File: src/rtl/biriq_cmpu_pkg.sv
// biriq_cmpu_pkg: op encodings, branch-condition codes and writeback record for biriq_cmpu.
package biriq_cmpu_pkg;
    localparam int MAX_XLEN  = 64;
    localparam int MAX_TAG_W = 16;

    typedef enum logic [3:0] {
        OP_MAXU  = 4'b0000,
        OP_MINU  = 4'b0001,
        OP_SLT   = 4'b0010,
        OP_SLTU  = 4'b0011,
        OP_MAX   = 4'b0100,
        OP_MIN   = 4'b0101,
        OP_CZEQZ = 4'b0110,
        OP_CZNEZ = 4'b0111,
        OP_BEQ   = 4'b1000,
        OP_BNE   = 4'b1001,
        OP_BLT   = 4'b1100,
        OP_BGE   = 4'b1101,
        OP_BLTU  = 4'b1110,
        OP_BGEU  = 4'b1111
    } op_e;

    // Branch condition lives in op[2:1]; op[0] inverts it.
    localparam logic [1:0] BR_EQ  = 2'b00;
    localparam logic [1:0] BR_LT  = 2'b10;
    localparam logic [1:0] BR_LTU = 2'b11;

    typedef struct packed {
        logic [MAX_XLEN-1:0]  result;
        logic [MAX_TAG_W-1:0] tag;
        logic                 is_branch;
        logic                 taken;
        logic                 mispredict;
        logic [MAX_XLEN-1:0]  redirect;
    } res_t;

    function automatic logic is_branch_op(logic [3:0] op);
        return op[3] && op[2:1] != 2'b01;
    endfunction
endpackage

File: src/rtl/biriq_cmpu_cmp.sv
// biriq_cmpu_cmp: full-width equality plus signed/unsigned greater-than from sign bits and low-bit compare.
module biriq_cmpu_cmp
    import biriq_cmpu_pkg::*;
#(
    parameter int XLEN = 32
) (
    input  logic [XLEN-1:0] a_i,
    input  logic [XLEN-1:0] b_i,
    output logic            eq_o,
    output logic            gt_s_o,
    output logic            gt_u_o
);
    logic same_sign;
    logic lo_gt;

    assign same_sign = a_i[XLEN-1] == b_i[XLEN-1];
    assign lo_gt     = a_i[XLEN-2:0] > b_i[XLEN-2:0];
    assign eq_o      = a_i == b_i;
    assign gt_u_o    = same_sign ? lo_gt : a_i[XLEN-1];
    assign gt_s_o    = same_sign ? lo_gt : b_i[XLEN-1];
endmodule

File: src/rtl/biriq_cmpu.sv
// biriq_cmpu: two-stage compare/min-max/czero/branch unit with valid/ready on both sides.
// Define BIRIQ_CMPU_ZBB_EN to implement max/min/maxu/minu; otherwise those encodings are reserved.
module biriq_cmpu
    import biriq_cmpu_pkg::*;
#(
    parameter int XLEN                  = 32,
    parameter int TAG_W                 = 6,
    parameter int C_HAS_CZERO_EXTENSION = 1
) (
    input  logic             cpu_clock_i,
    input  logic             cpu_reset_i,
    input  logic             flush_i,
    input  logic             valid_i,
    output logic             ready_o,
    input  logic [3:0]       op_i,
    input  logic [TAG_W-1:0] tag_i,
    input  logic [XLEN-1:0]  a_i,
    input  logic [XLEN-1:0]  b_i,
    input  logic [XLEN-1:0]  pc_i,
    input  logic [XLEN-1:0]  imm_i,
    input  logic             pred_taken_i,
    output logic             valid_o,
    input  logic             ready_i,
    output logic [XLEN-1:0]  result_o,
    output logic [TAG_W-1:0] tag_o,
    output logic             is_branch_o,
    output logic             taken_o,
    output logic             mispredict_o,
    output logic [XLEN-1:0]  redirect_pc_o
);
    logic             s1_v_q, s2_v_q;
    op_e              s1_op_q;
    logic [TAG_W-1:0] s1_tag_q;
    logic [XLEN-1:0]  s1_a_q, s1_b_q, s1_pc4_q, s1_pcimm_q;
    logic             s1_eq_q, s1_gts_q, s1_gtu_q, s1_pred_q;
    logic             eq, gt_s, gt_u;
    logic             s1_adv, s2_adv, accept;
    logic             lt_s, lt_u, b_zero, br, cond, taken;
    logic [XLEN-1:0]  res;
    res_t             s2_d, s2_q;
    logic             unused_s2;

    biriq_cmpu_cmp #(.XLEN(XLEN)) u_cmp (
        .a_i   (a_i),
        .b_i   (b_i),
        .eq_o  (eq),
        .gt_s_o(gt_s),
        .gt_u_o(gt_u)
    );

    assign s2_adv  = !s2_v_q || ready_i;
    assign s1_adv  = !s1_v_q || s2_adv;
    assign ready_o = s1_adv;
    assign accept  = valid_i && s1_adv && !flush_i;

    always_ff @(posedge cpu_clock_i) begin
        if (cpu_reset_i) begin
            s1_v_q <= 1'b0;
            s2_v_q <= 1'b0;
            s2_q   <= '0;
        end else if (flush_i) begin
            s1_v_q <= 1'b0;
            s2_v_q <= 1'b0;
        end else begin
            if (s2_adv) begin
                s2_v_q <= s1_v_q;
                if (s1_v_q) s2_q <= s2_d;
            end
            if (s1_adv) s1_v_q <= valid_i;
        end
    end

    always_ff @(posedge cpu_clock_i) begin
        if (accept) begin
            s1_op_q    <= op_e'(op_i);
            s1_tag_q   <= tag_i;
            s1_a_q     <= a_i;
            s1_b_q     <= b_i;
            s1_eq_q    <= eq;
            s1_gts_q   <= gt_s;
            s1_gtu_q   <= gt_u;
            s1_pred_q  <= pred_taken_i;
            s1_pc4_q   <= pc_i + XLEN'(4);
            s1_pcimm_q <= pc_i + imm_i;
        end
    end

    always_comb begin
        lt_s   = !s1_eq_q && !s1_gts_q;
        lt_u   = !s1_eq_q && !s1_gtu_q;
        b_zero = s1_b_q == '0;
        res    = '0;
        case (s1_op_q)
`ifdef BIRIQ_CMPU_ZBB_EN
            OP_MAXU:  res = s1_gtu_q ? s1_a_q : s1_b_q;
            OP_MINU:  res = s1_gtu_q ? s1_b_q : s1_a_q;
            OP_MAX:   res = s1_gts_q ? s1_a_q : s1_b_q;
            OP_MIN:   res = s1_gts_q ? s1_b_q : s1_a_q;
`endif
            OP_SLT:   res = XLEN'(lt_s);
            OP_SLTU:  res = XLEN'(lt_u);
            OP_CZEQZ: res = (C_HAS_CZERO_EXTENSION != 0 && !b_zero) ? s1_a_q : '0;
            OP_CZNEZ: res = (C_HAS_CZERO_EXTENSION != 0 && b_zero) ? s1_a_q : '0;
            default:  res = '0;
        endcase
        br    = is_branch_op(s1_op_q);
        cond  = s1_op_q[2:1] == BR_EQ ? s1_eq_q : s1_op_q[2:1] == BR_LT ? lt_s : lt_u;
        taken = br && (cond ^ s1_op_q[0]);
        s2_d            = '0;
        s2_d.result     = MAX_XLEN'(br ? s1_pc4_q : res);
        s2_d.tag        = MAX_TAG_W'(s1_tag_q);
        s2_d.is_branch  = br;
        s2_d.taken      = taken;
        s2_d.mispredict = br && (taken ^ s1_pred_q);
        s2_d.redirect   = br ? MAX_XLEN'(taken ? s1_pcimm_q : s1_pc4_q) : '0;
    end

    assign valid_o       = s2_v_q;
    assign result_o      = s2_q.result[XLEN-1:0];
    assign tag_o         = s2_q.tag[TAG_W-1:0];
    assign is_branch_o   = s2_q.is_branch;
    assign taken_o       = s2_q.taken;
    assign mispredict_o  = s2_q.mispredict;
    assign redirect_pc_o = s2_q.redirect[XLEN-1:0];
    // Record fields are sized for the widest build; the spare high bits are intentionally dropped.
    assign unused_s2     = ^s2_q;
endmodule

File: config.mk
export PLATFORM = sky130hd
export DESIGN_NAME = biriq_cmpu
export DESIGN_NICKNAME = d
export VERILOG_FILES = /design/src/rtl/biriq_cmpu_pkg.sv /design/src/rtl/biriq_cmpu_cmp.sv /design/src/rtl/biriq_cmpu.sv
export SDC_FILE = /design/constraint.sdc
export NUM_CORES = 1
export LEC_CHECK = 0
export BUFFER_PORTS_ARGS = -buffer_cell sky130_fd_sc_hd__buf_2
export CORE_MARGIN = 4
export CORE_UTILIZATION = 50
export CTS_CLUSTER_DIAMETER = 200
export CTS_CLUSTER_SIZE = 30
export DETAILED_ROUTE_END_ITERATION = 10
export GPL_TIMING_DRIVEN = 0
export MAX_ROUTING_LAYER = met4
export PLACE_DENSITY = 0.77
export SKIP_CTS_REPAIR_TIMING = 1
export SLEW_MARGIN = 20
export SYNTH_ARGS = -nofsm -noshare
export SYNTH_HDL_FRONTEND = slang
export SYNTH_SLANG_ARGS = --single-unit
File: constraint.sdc
create_clock -name cpu_clock_i -period 4.9 [get_ports cpu_clock_i]
set_clock_uncertainty 0.15 [all_clocks]
set_input_delay 0.735 -clock cpu_clock_i [delete_from_list [all_inputs] [get_ports cpu_clock_i]]
set_output_delay 0.735 -clock cpu_clock_i [all_outputs]
set_load 0.01 [all_outputs]
==> results <==
- The flow ran to the end, and the final reports show no timing, DRC or antenna violations.
- The critical path required time is between 4 and 5 ns.
- The clock net in this run drives a total of around 220 sinks.
- The cell sitting at the root of the clock tree is a clkbuf_16.
- The number of global-route vias before repair is roughly 8000.
- The wire-length estimate of the detail-placed layout is 21.9 mm.
- The floorplan step set the die width to ~150 µm.
- STA classifies the critical path startpoint as an input pin.
- The post-route fraction of the period consumed by the critical path is 0.631.
- Clock latency on the worst-skew pair, taken at its later pin, is about 0.46 ns.
- The total chip power is around 3.7 mW.
- The synthesized area per cell is roughly 11 µm².
- The analysis attributes to cell leakage a power of ~5 nW.
- The total track usage is 0.234.
- The largest single stage delay on the critical path is approximately 0.41 ns.
- Across the whole layout, storage elements account for approximately 5800 µm².
- In this run the power density over the cells is between 300 and 400 nW/µm².
- The number of hold violations in the final report was 0.
- The maximum vdd drop is around 0.21 mV.
- The CTS tree is yes.
- The most common cell after layout, fill and taps aside is buf_2.
- Across all layers, the routed design uses around 8100 vias.
- Detailed routing placed a total of 12.9 mm of wire on met2.
- The maximum achievable frequency is roughly 0.32 GHz.
- The die covers between 20000 and 25000 µm².
- The largest net degree at the start of global routing is 46.
- The arrival time at the worst endpoint is 3.16 ns.
- For the finished layout, the period the worst path requires is just over 3 ns.
- The congestion estimate from routability-driven global placement came to ~0.87.
- The critical setup path kind is in2reg.
- Along the worst path, the maximum fanout reaches 3.
- The count of final setup violators is 0.
- The critical path's top delay family is compound AO/OA/AOI/OAI gates.
- The number of library cell types mapped by synthesis is slightly above 70.
- The number of buffers added by the clock tree synthesis step is 11.
- In the layout the commonest cells are buf_2 (219), edfxtp_1 (142), nor2_1 (92).
- Synthesis produced a netlist with a net count of ~1200.
- Setup repair after global routing left no endpoint under its margin.
- The global route total overflow is 0.
- The layout cell share with drive strength beyond 1 is 0.227.
- The count of nets left with antenna violations after detail routing is 0.
- The layout overhead on the synthesized area is 17.4%.
- Together, buffers and inverters on the worst path number 1.
- The max-slew violation total from the final report is 0.
- The initial antenna violation count is 0.
- The overall die height is ~150 µm.
- The final-stage net count is 1387.
- At the pin with the least slew margin, the transition time is 0.669 ns.
- The cell count after synthesis came out at between 900 and 1000.
- The core region is 20400 µm².
- The count of flip-flops with a built-in enable after synthesis is approximately 140.
- The final layout contains routed wiring with a total length of ~28 mm.
- The worst setup path is captured at a flop.
- In this run the core area contains between 50 and 60 standard-cell rows.
- In this run the most critical hold path is launched from tag_i[3].
- The reg-to-reg startpoint is valid_o.
- For the final routed database, the setup TNS stands at 0 ns.
- The antenna diode instance count is 0.
- The mapped netlist covers 10500 µm².
- The vias per cell is 5.56.
- The detailed router finished its first iteration with ~520 violations.
- The total length of routed met3 wires is between 2 and 2.5 mm.
- The multi-input gate area in the final layout is between 4000 and 5000 µm².
- The worst register-to-register path has a depth of 7.
- Fill cells in the final layout number roughly 1700.
- After detailed routing, the average wire length per cell comes to 19.1 µm.
- The first global-routing pass estimated approximately 42 mm of wire.
- Routed signal wires occupy layers up through met4.
- The type of the tightest min-delay check is in2reg.
- The path with the worst hold slack has its endpoint at s1_tag_q[3].
- Counting flops and latches in the post-synthesis netlist gives approximately 220.
- For this run, the register share of the synthesized area comes to 0.549.
- After detailed routing, the number of remaining DRC violations is 0.
- The number of I/O port buffers is around 220.
- The cell with the largest stage delay on the worst path is fa_1.
- The critical path goes through buf_2, ha_1, fa_1, a21oi_1, o211a_1, o31ai_2, a21boi_2, o21ai_1, a21boi_1, o21ai_2, xor2_1.
- After synthesis, the share of flip-flops with an asynchronous set or reset is 0.
- Counting instances, the worst hold path has a depth of 1.
- The detailed-routing wirelength on met1 is between 10 and 15 mm.
- For this configuration, the core starts out at a cell density of 0.514.
- The most common flop cell mapped by yosys is edfxtp_1.
- The maximum clock path buffer count is 3.
- The number of warning messages in the yosys log is 0.
- The end of the worst register-to-register path is redirect_pc_o[9].
- The max capacitance violation total is 0.
- After clock tree synthesis, the clock-pin slew on the worst setup and hold paths is around 0.11 ns.
- The I/O pin count is approximately 220.
- Headroom to the max-slew limit came out at 0.554.
- The worst register-to-register path has a setup slack of 2.40 ns.
- The first detailed-routing pass took 7 iterations.
- CTS built an H-tree with a depth of 1.
-- where the power goes --
part	leakage, nW	total, mW	internal, mW	switching (mW)
clock	0.153	1.00	0.436	0.568
sequential	1.94	2.12	2.07	0.0455
combinational	2.99	0.587	0.251	0.335
total	5.08	3.71	2.76	0.949
-- metrics by stage --
step	setup WS, ns	std cells	util	cell area, µm²	hold slack, ns
5_1_grt	1.66	1453	0.603	12300	0.265
3_3_place_gp	0.848	1433	0.584	11900	0.277
3_5_place_dp	1.38	1436	0.587	12000	0.281
2_1_floorplan	1.59	945	-	10500	0.268
4_1_cts	1.87	1453	0.603	12300	0.270
6_report	1.81	1453	0.603	12300	0.285
-- area by class of cell --
cell class	instances	area share
Clock inverter	1	0.00244
Timing Repair Buffer	221	0.0941
Buffer	33	0.0138
Multi-Input combinational cell	651	0.357
Sequential cell	217	0.468
Tap cell	270	0.0274
Clock buffer	16	0.0239
Inverter	44	0.0134
-- registers in the layout, summed over array words and instances, names as in the netlist --
register and cells:
mispredict_o 1, s1_gts_q 1, taken_o 1, s1_pc4_q 32
s1_gtu_q 1, redirect_pc_o 32, s1_b_q 32, s1_tag_q 6
s1_pcimm_q 32, s1_eq_q 1, is_branch_o 1, result_o 32
tag_o 6, s1_pred_q 1, s1_a_q 32, valid_o 1
s1_op_q 4, s1_v_q 1
-- worst max path at each step --
stage | start | slack [ns] | cells after the start | to
6_report | pc_i[0] | 1.81 | 11 | s1_pcimm_q[28]
5_1_grt | pc_i[0] | 1.66 | 10 | s1_pcimm_q[24]
4_1_cts | pc_i[0] | 1.87 | 11 | s1_pcimm_q[28]
3_5_place_dp | pc_i[0] | 1.38 | 11 | s1_pcimm_q[28]
3_3_place_gp | ready_i | 0.85 | 4 | s1_pcimm_q[26]
2_1_floorplan | ready_i | 1.59 | 3 | s1_a_q[0]
-- cell families (layout without fill, tap and decap cells) --
family | after synthesis | in the layout | synth area share
xor gates and xnor gates | 61 | 61 | 0.0527
muxes | 34 | 34 | 0.0326
AOI/OAI and AO/OA | 226 | 226 | 0.135
buffers and inverters | 77 | 315 | 0.0320
DFF | 217 | 217 | 0.549
adders and majority gates | 66 | 66 | 0.0792
and+or+nand+nor | 264 | 264 | 0.119
-- cells in the mapped netlist, types with 3 or more instances --
cell type	instances	area (µm²)
dfxtp_1	75	1500
nand4_1	22	138
buf_4	3	22.5
a22oi_1	32	240
o21a_1	5	37.5
o211ai_1	3	22.5
a21o_1	16	120
mux2i_1	33	330
buf_6	3	33.8
a21oi_1	84	420
inv_1	44	165
nor4_1	9	56.3
ha_1	63	788
nor2_1	92	345
o21bai_1	6	45.0
clkbuf_1	24	90.1
xor2_1	14	123
edfxtp_1	142	4260
xnor2_1	46	403
nor2b_1	5	31.3
nor3_1	10	50.1
nand2_1	80	300
o21ai_0	50	250
nor3_2	3	30.0
and3_1	8	50.1
nand3_1	17	85.1
-- per-layer routing --
metal / up-vias / GRT usage
met5: - / -
met4: 0 / 0.0526
met3: 40 / 0.0492
met2: 303 / 0.373
met1: 3825 / 0.313
li1: 3907 / -
Note: power is estimated with default switching activity, not from simulation.
